--- config.mk ---
export PLATFORM = sky130hd
export DESIGN_NAME = data_mem_ctrl
export DESIGN_NICKNAME = d
export VERILOG_FILES = /design/src/rtl/data_mem_ctrl.sv
export SDC_FILE = /design/constraint.sdc
export NUM_CORES = 2
export LEC_CHECK = 0
export ABC_AREA = 1
export BUFFER_PORTS_ARGS = -buffer_cell sky130_fd_sc_hd__buf_2
export CAP_MARGIN = 20
export CORE_UTILIZATION = 34
export CTS_BUF_LIST = sky130_fd_sc_hd__clkbuf_16
export DETAILED_ROUTE_END_ITERATION = 6
export PLACE_DENSITY = 0.55
export SYNTH_ARGS = -nofsm -noshare
export SYNTH_HDL_FRONTEND = slang
export SYNTH_SLANG_ARGS = --single-unit
--- constraint.sdc ---
create_clock -name clk -period 11.75 [get_ports clk]
set_input_delay 0.5875 -clock clk [delete_from_list [all_inputs] [get_ports clk]]
set_output_delay 0.5875 -clock clk [all_outputs]
set_load 0.02 [all_outputs]
--- src/rtl/data_mem_ctrl.sv ---
// Single-port data memory with request/response handshake, programmable wait
// states, a clear sweep after reset and out-of-range detection.
//
// state  | meaning
// S_INIT | clear sweep, writes INIT_VAL to one word per cycle
// S_IDLE | ready, accepts one request
// S_WAIT | counting down extra wait states for the latched access
// S_RESP | one-cycle completion pulse (rvalid or wack, plus err)
module data_mem_ctrl #(
  parameter int                DATA_W   = 16,
  parameter int                ADDR_W   = 16,
  parameter int                DEPTH    = 100,
  parameter int                WAIT_CYC = 0,
  parameter logic [DATA_W-1:0] INIT_VAL = '0
) (
  input  logic              clk,
  input  logic              reset,
  input  logic              req,
  input  logic              we,
  input  logic [ADDR_W-1:0] addr,
  input  logic [DATA_W-1:0] wdata,
  output logic              ready,
  output logic              init_done,
  output logic              rvalid,
  output logic [DATA_W-1:0] rdata,
  output logic              wack,
  output logic              err
);

  localparam int CNT_W  = $clog2(DEPTH + 1);
  localparam int MEM_AW = (DEPTH > 1) ? $clog2(DEPTH) : 1;
  localparam logic [ADDR_W:0] DEPTH_X   = (ADDR_W + 1)'(DEPTH);
  localparam logic [3:0]      WAIT_LOAD = 4'(WAIT_CYC - 1);

  typedef enum logic [1:0] {S_INIT, S_IDLE, S_WAIT, S_RESP} state_t;

  state_t              state, state_nxt;
  logic [CNT_W-1:0]    clr_cnt;
  logic [3:0]          wait_cnt;
  logic                lat_we, lat_oor;
  logic [ADDR_W-1:0]   lat_addr;
  logic [DATA_W-1:0]   lat_wdata;
  logic [DATA_W-1:0]   mem [DEPTH];

  logic                accept, commit, init_last;
  logic                cm_we, cm_oor;
  logic [ADDR_W-1:0]   cm_addr;
  logic [DATA_W-1:0]   cm_wdata;
  logic                in_oor;

  assign in_oor = ({1'b0, addr} >= DEPTH_X);

  always_comb begin
    state_nxt = state;
    accept    = 1'b0;
    commit    = 1'b0;
    init_last = (state == S_INIT) && (clr_cnt == CNT_W'(DEPTH - 1));
    case (state)
      S_INIT: if (init_last) state_nxt = S_IDLE;
      S_IDLE: begin
        if (req) begin
          accept = 1'b1;
          if (WAIT_CYC == 0) begin
            commit    = 1'b1;
            state_nxt = S_RESP;
          end else begin
            state_nxt = S_WAIT;
          end
        end
      end
      S_WAIT: begin
        if (wait_cnt == 4'd0) begin
          commit    = 1'b1;
          state_nxt = S_RESP;
        end
      end
      S_RESP:  state_nxt = S_IDLE;
      default: state_nxt = S_INIT;
    endcase
    // Zero-wait accesses commit on the accept edge, straight from the inputs.
    if (state == S_IDLE) begin
      cm_we    = we;
      cm_oor   = in_oor;
      cm_addr  = addr;
      cm_wdata = wdata;
    end else begin
      cm_we    = lat_we;
      cm_oor   = lat_oor;
      cm_addr  = lat_addr;
      cm_wdata = lat_wdata;
    end
  end

  always_ff @(posedge clk) begin
    if (reset) state <= S_INIT;
    else       state <= state_nxt;
  end

  always_ff @(posedge clk) begin
    if (reset) begin
      clr_cnt   <= '0;
      wait_cnt  <= '0;
      init_done <= 1'b0;
      rdata     <= '0;
      lat_we    <= 1'b0;
      lat_oor   <= 1'b0;
      lat_addr  <= '0;
      lat_wdata <= '0;
    end else begin
      if (state == S_INIT) clr_cnt <= clr_cnt + CNT_W'(1);
      if (init_last) init_done <= 1'b1;
      if (accept) begin
        lat_we    <= we;
        lat_oor   <= in_oor;
        lat_addr  <= addr;
        lat_wdata <= wdata;
        wait_cnt  <= WAIT_LOAD;
      end else if (state == S_WAIT && wait_cnt != 4'd0) begin
        wait_cnt <= wait_cnt - 4'd1;
      end
      if (commit && !cm_we) rdata <= cm_oor ? '0 : mem[cm_addr[MEM_AW-1:0]];
    end
  end

  // Array has no reset; the clear sweep establishes its contents.
  always_ff @(posedge clk) begin
    if (!reset) begin
      if (state == S_INIT)
        mem[clr_cnt[MEM_AW-1:0]] <= INIT_VAL;
      else if (commit && cm_we && !cm_oor)
        mem[cm_addr[MEM_AW-1:0]] <= cm_wdata;
    end
  end

  assign ready  = (state == S_IDLE);
  assign rvalid = (state == S_RESP) && !lat_we;
  assign wack   = (state == S_RESP) && lat_we;
  assign err    = (state == S_RESP) && lat_oor;

endmodule
### Word-level counts from Yosys, hierarchy flattened

Memory sizes are Yosys's and may differ from the RTL's.
Cells that the tools add are included.

| storage, ports and cells | value |
|---|---|
| register bits after elaboration | 55 |
| bits in writable memories | 1600 |
| input port bits | 36 |
| output and inout port bits | 21 |
| word-level logic and storage cells | 62 |
| memories kept | 1 |

Memory list:

| name | words | width | rd ports | clocked after Yosys merged registers in | write ports | line | text |
|---|---|---|---|---|---|---|---|
| mem | 100 | 16 | 1 | 0 | 1 | 43 | `logic [DATA_W-1:0] mem [DEPTH];` |

| cells by class | value |
|---|---|
| $add $sub $neg | 2 |
| order comparisons | 1 |
| eq/ne operators | 7 |
| muxes and demuxes | 25 |
| reductions and logical operators | 17 |

Operators with widths:

| cell | count |
|---|---|
| 16-bit two-way mux | 3 |
| 16-bit by 7-bit greater-or-equal comparator with 1-bit output (second input constant) | 1 |
| 16-bit OR reduction | 1 |
| 7-bit two-way mux | 2 |
| 1-bit two-way mux | 13 |
| 1-bit logical AND | 8 |
| 4-bit two-way mux | 2 |
| 2-bit case mux with 4 select lines | 1 |
| 7-bit by 1-bit adder with 7-bit output (second input constant) | 1 |
| 7-bit equality test (second input constant) | 1 |
| 2-bit two-way mux | 3 |
| 2-bit inequality test (second input constant) | 3 |
| 2-bit equality test (second input constant) | 2 |
| 4-bit logical NOT | 1 |
| 4-bit nonzero test | 1 |
| 4-bit by 1-bit subtractor with 4-bit output (second input constant) | 1 |
| 1-bit logical NOT | 3 |
| 3-bit AND reduction | 1 |
| 2-bit by 1-bit equality test with 1-bit output (second input constant) | 1 |
| 2-bit logical NOT | 1 |
| 1-bit case mux with 2 select lines | 1 |
| 2-bit nonzero test | 1 |

### Longest topological paths before layout

| depth | value |
|---|---|
| word-level depth | 11 |
| gate-level depth with buffers | 17 |
| depth with buffers taken out | 15 |

### Least setup slack after synthesis

Ideal clock, no wire load.

| timing | value |
|---|---|
| kind | reg-to-reg |
| from | register state[1] |
| to | memory mem[0][10], data pin |
| library setup time | 0.740 ns |
| arrival time | 4.644 ns |
| path slack | 6.366 ns |
| cell stages (with the launch flop) | 11 |
| buffers on the path | 2 |
| clock period less this slack | 5.384 ns |
| cell sequence | dfxtp_1 > inv_1 > ha_1 > nand2_2 > o21ai_0 > and2_1 > nor3b_4 > nand2_4 > buf_2 > clkbuf_1 > a21oi_1 |

| on the way | value |
|---|---|
| word-level cells in the longest chain between the ends | 10 |
| elaborated cells on any way between the ends | 16 |

RTL lines:

| element | line | text |
|---|---|---|
| start: declaration | 37 | `state_t state, state_nxt;` |
| start signal: assignment | 96 | `else state <= state_nxt;` |
| 2-bit by 1-bit equality test with 1-bit output (*) | n/a |  |
| named net ready | 22 | `output logic ready,` |
| 1-bit case mux with 2 select lines / 1-bit two-way mux (equally long branches) | 58, 81 |  |
| 1-bit logical AND / 1-bit logical NOT (equally long branches) | 130 | `else if (commit && cm_we && !cm_oor)` |
| 1-bit logical AND | 130 |  |
| 1-bit two-way mux | 130 |  |
| 1-bit two-way mux | 128 | `if (state == S_INIT)` |
| 1-bit two-way mux | 127 | `if (!reset) begin` |
| 1-bit two-way mux (not written as such) | 131 | `mem[cm_addr[MEM_AW-1:0]] <= cm_wdata;` |
| 16-bit OR reduction (no source line) | n/a |  |
| 16-bit two-way mux (no source line) (*) | n/a |  |
| end: declaration | 43 |  |

The timed path passes the listed nets; every way through them passes the cells marked *.

### Final worst setup path

| timing | value |
|---|---|
| from | register state[1] |
| to | memory mem[41][5] (enable) |

| on the way | value |
|---|---|
| word-level cells in the longest chain between the ends | 10 |
| elaborated cells on any way between the ends | 20 |

RTL lines:

| element | line |
|---|---|
| 2-bit equality test / 2-bit by 1-bit equality test with 1-bit output (equally long branches) | 58, 81 |
| 1-bit case mux with 2 select lines / 1-bit two-way mux (equally long branches) | 58, 81 |
| 1-bit logical AND / 1-bit logical NOT (equally long branches) | 130 |
| 1-bit logical AND | 130 |
| 1-bit two-way mux | 130 |
| 1-bit two-way mux | 128 |
| 1-bit two-way mux | 127 |
| 1-bit two-way mux (not written as such) | 131 |
| 16-bit OR reduction (no source line) | n/a |
| 7-bit two-way mux (no source line) / 1-bit two-way mux (equally long branches) | n/a |

Several ways; a longest one is shown, not always the timed one.

==> metrics.md <==
| Metric | Value |
|---|---|
| Sequential share of the synthesized area | 72.1% |
| Post-Syn Area | 68200 um2 |
| Port Buf Inserts | 56 |
| Routed vias | 45.8k |
| Outcome | complete, no violations |
| Endpoints failing setup | 0 |
| Clock skew | 0.0297 ns |
| Finished Layout Cells | 8787 |
| FFs w/ async S/R, synth | 0% |
| Startpoint types | flip-flop |
| RR Startpoint | state[1] |
| Max-Cap Viols | 0 |
| Metal1 wirelength | 87100 um |
| Hold slack final | 0.0838 ns |
| Met3 routed WL | 14100 um |
| Root buffer cell | clkbuf_16 |
| Nets | 6026 |
| Seq cells post-synth | 1655 |
| End of the worst hold path | lat_wdata[13] |
| Routability cong. | 0.837 |
| CTS clock-pin slew for the worst setup and hold paths | 0.06 ns |
| Gate Count Post-Synth | 5948 |
| Synth cell types | 37 |
| Total congestion overflow | 0 |
| DRT antenna net count | 0 |
| Detailed Routing Iterations Pass 1 | 6 |
| WS Path Type | reg2reg |
| TritonCTS clock tree | yes |
| Die H | 450 um |
| Post-synth EDFFs | 1600 |
| Power density cells | 230 nW/um2 |
| CP startpoint | state[1] |
| Warnings from Yosys | 0 |
| Simple-Gate Fraction of Synth Area | 21.8% |
| Worst-Skew Late Latency | 0.79 ns |
| Synthesized net count | 5990 |
| Largest family of logic cells by synthesized area | simple AND/OR/NAND/NOR gates |
| Routed vias/inst | 5.21 |
| Vias in the first global route | 43.3k |
| Crit path max fanout | 102 |
| Leak pwr | 29.1 nW |
| Clock Sinks | 1655 |
| Actual slew at the worst max-slew pin | 1.11 ns |
| Top Metal Used | met5 |
| Largest net degree at the start of global routing | 168 |
| Min-Delay Path Class | in2reg |
| Resized Gates After CTS | 0 |
| Routed WL | 201000 um |
| Xor/xnor share of the synthesized area | 0.0128% |
| Min Tclk post-route | 6.04 ns |
| Sum of negative setup slack | 0 ns |
| CTS buffer count | 175 |
| Post-Place Cells | 8461 |
| Reg2reg setup slack | 5.71 ns |
| WL met2 | 92700 um |
| Starting DRT DRC Count | 4511 |
| Worst Setup End Kind | flip-flop |
| Starting Density | 34.2% |
| Drt wl/cell | 22.9 um |
| Post-Syn Area per Cell | 11.5 um2 |
| Chip Width | 450 um |
| WHS Path Cells | 3 |
| DP HPWL | 110000 um |
| Count of final hold-check violations | 0 |
| Main synth FF type | edfxtp_1 |
| Tot GR Track Use | 19.4% |
| RR Endpoint | mem[41][5] |
| First-pass GRT wire length | 296000 um |
| Layout cells sized above 1 | 8.66% |
| R2R depth | 14 |
| Hold Crit Start | wdata[13] |
| Post-synthesis mux area share | 0.0147% |
| CTS Hold Bufs | 0 |
| Core area | 199000 um2 |
| Clock buffer depth | 3 |
| # DRC | 0 |
| Slew HR | 26.0% |
| Antenna violations before repair | 2 |
| Synthesis-to-finish area growth | 13.4% |
| H-tree lvl count | 4 |
| Row cnt | 164 |
| Die area | 202000 um2 |
| WP data required | 12.16 ns |
| Adder-cell area share of the yosys netlist | 0.110% |
| Max Freq | 166 MHz |
| Synth Area in Compound Gates | 1.62% |
| Maximum vdd drop | 0.222 mV |
| Worst path arrival time | 6.44 ns |
| # IOs | 57 |
| Pins Over Slew Limit | 0 |
| Post-CTS setup buffer count | 0 |
| Unrepaired setup endpoints after global routing | false |
| Period utilization | 51.4% |
-- Yosys cell counts, types with 4 or more instances --
cell type  count  area (um2)
o21ai_4        4        65.1
nand2_1     1576        5920
ha_1           6        75.1
clkbuf_1     115         432
edfxtp_1    1600       48000
nor2_1       175         657
a221o_1       10         100
buf_1         44         165
a32o_1         5        50.1
o211ai_1      26         195
nand3_1     1610        8060
buf_2        216        1080
nor3_1         6        30.0
o21ai_0       50         250
nand4_1        6        37.5
or2_2          6        37.5
dfxtp_1       55        1100
nand4_2        5        62.6
inv_1        331        1240
a21oi_1       77         385
-- worst max-delay path by stage --
| stage | cells after the start | slack [ns] | end |
|---|---|---|---|
| finish | 14 | 5.71 | mem[41][5] |
| global route | 17 | 5.56 | rdata[4] |
| CTS | 14 | 5.76 | mem[41][1] |
| detailed placement | 14 | 5.76 | mem[41][1] |
| global placement | 14 | 5.85 | mem[41][1] |
| floorplan | 10 | 6.37 | mem[0][10] |
-- registers in the layout (all words and copies together), names as in the netlist --
signal / flops
lat_wdata: 16
wait_cnt: 4
mem: 1600
clr_cnt: 7
state: 2
rdata: 16
lat_oor: 1
lat_addr: 7
init_done: 1
lat_we: 1
-- cell type report --
cell class / instances / area, um2
well taps: 2656 / 3320
repair buffers: 238 / 1820
fillers: 19100 / 122000
flip-flops and latches: 1655 / 49100
multi-input cells: 3580 / 16400
inverters: 334 / 1260
clock inverters: 145 / 961
clock buffers: 178 / 4450
diodes: 1 / 2.50
-- power breakdown --
group | switching [mW] | leakage (nW) | internal (mW) | total (mW)
sequential | 0.0383 | 18.9 | 6.46 | 6.50
combinational | 4.61 | 7.44 | 1.44 | 6.06
clock | 2.31 | 2.84 | 2.94 | 5.25
total | 6.96 | 29.1 | 10.8 | 17.8
-- logic make-up after synthesis --
group	Yosys count
xor+xnor	1
mux	1
flops	1655
compound gates	180
simple gates	3392
buf+inv	713
fa+ha+maj	6
-- cell usage in the layout, fill, tap and decap left out, drive strengths merged --
| master | netlist | final |
|---|---|---|
| nor3b | 1 | 1 |
| xor2 | 1 | 1 |
| nor4 | 1 | 1 |
| bufinv | 0 | 9 |
| ha | 6 | 6 |
| a32o | 5 | 5 |
| o21ai | 58 | 58 |
| inv | 334 | 384 |
| o211ai | 26 | 26 |
| buf | 264 | 238 |
| nand2 | 1579 | 1579 |
| a31oi | 1 | 1 |
| diode | 0 | 1 |
| a221o | 10 | 10 |
| o311ai | 1 | 1 |
| nand3 | 1610 | 1610 |
| a21boi | 1 | 1 |
| nand4 | 11 | 11 |
| mux2i | 1 | 1 |
| nor2 | 176 | 176 |
| nor3 | 6 | 6 |
| a21oi | 77 | 77 |
| clkinv | 0 | 86 |
| clkbuf | 115 | 178 |
| o22ai | 1 | 1 |
| and2 | 2 | 2 |
| edfxtp | 1600 | 1600 |
| dfxtp | 55 | 55 |
| or2 | 6 | 6 |
-- critical path, cell delays in order, from the launching register on --
cell and delay, ns:
dfxtp_1 0.33, inv_1 0.11, ha_2 0.46, buf_4 0.39, inv_1 0.15, buf_4 0.24
or2_2 0.33, o21ai_4 0.06, buf_4 0.37, buf_12 0.53, inv_8 0.37, o21ai_4 0.35
nand4_1 0.51, buf_4 0.42, nor2_2 0.85
-- layer usage --
layer | GRT usage (%) | vias to the layer above
met5 | 0 | -
met4 | 6.95 | 4
met3 | 2.80 | 302
met2 | 30.2 | 1764
met1 | 27.6 | 22800
li1 | - | 20900
-- through the flow --
stage	area (um2)	utilization (%)	total power, mW	worst slack (ns)
after global routing	77300	38.8	18.5	5.56
final	77300	38.8	17.8	5.71
after floorplan	68200	-	10.3	6.37
after global placement	71800	36.0	12.6	5.85
after CTS	77300	38.7	17.8	5.76
after detailed placement	71900	36.0	12.6	5.76
Note: power is estimated with default switching activity, not from simulation.
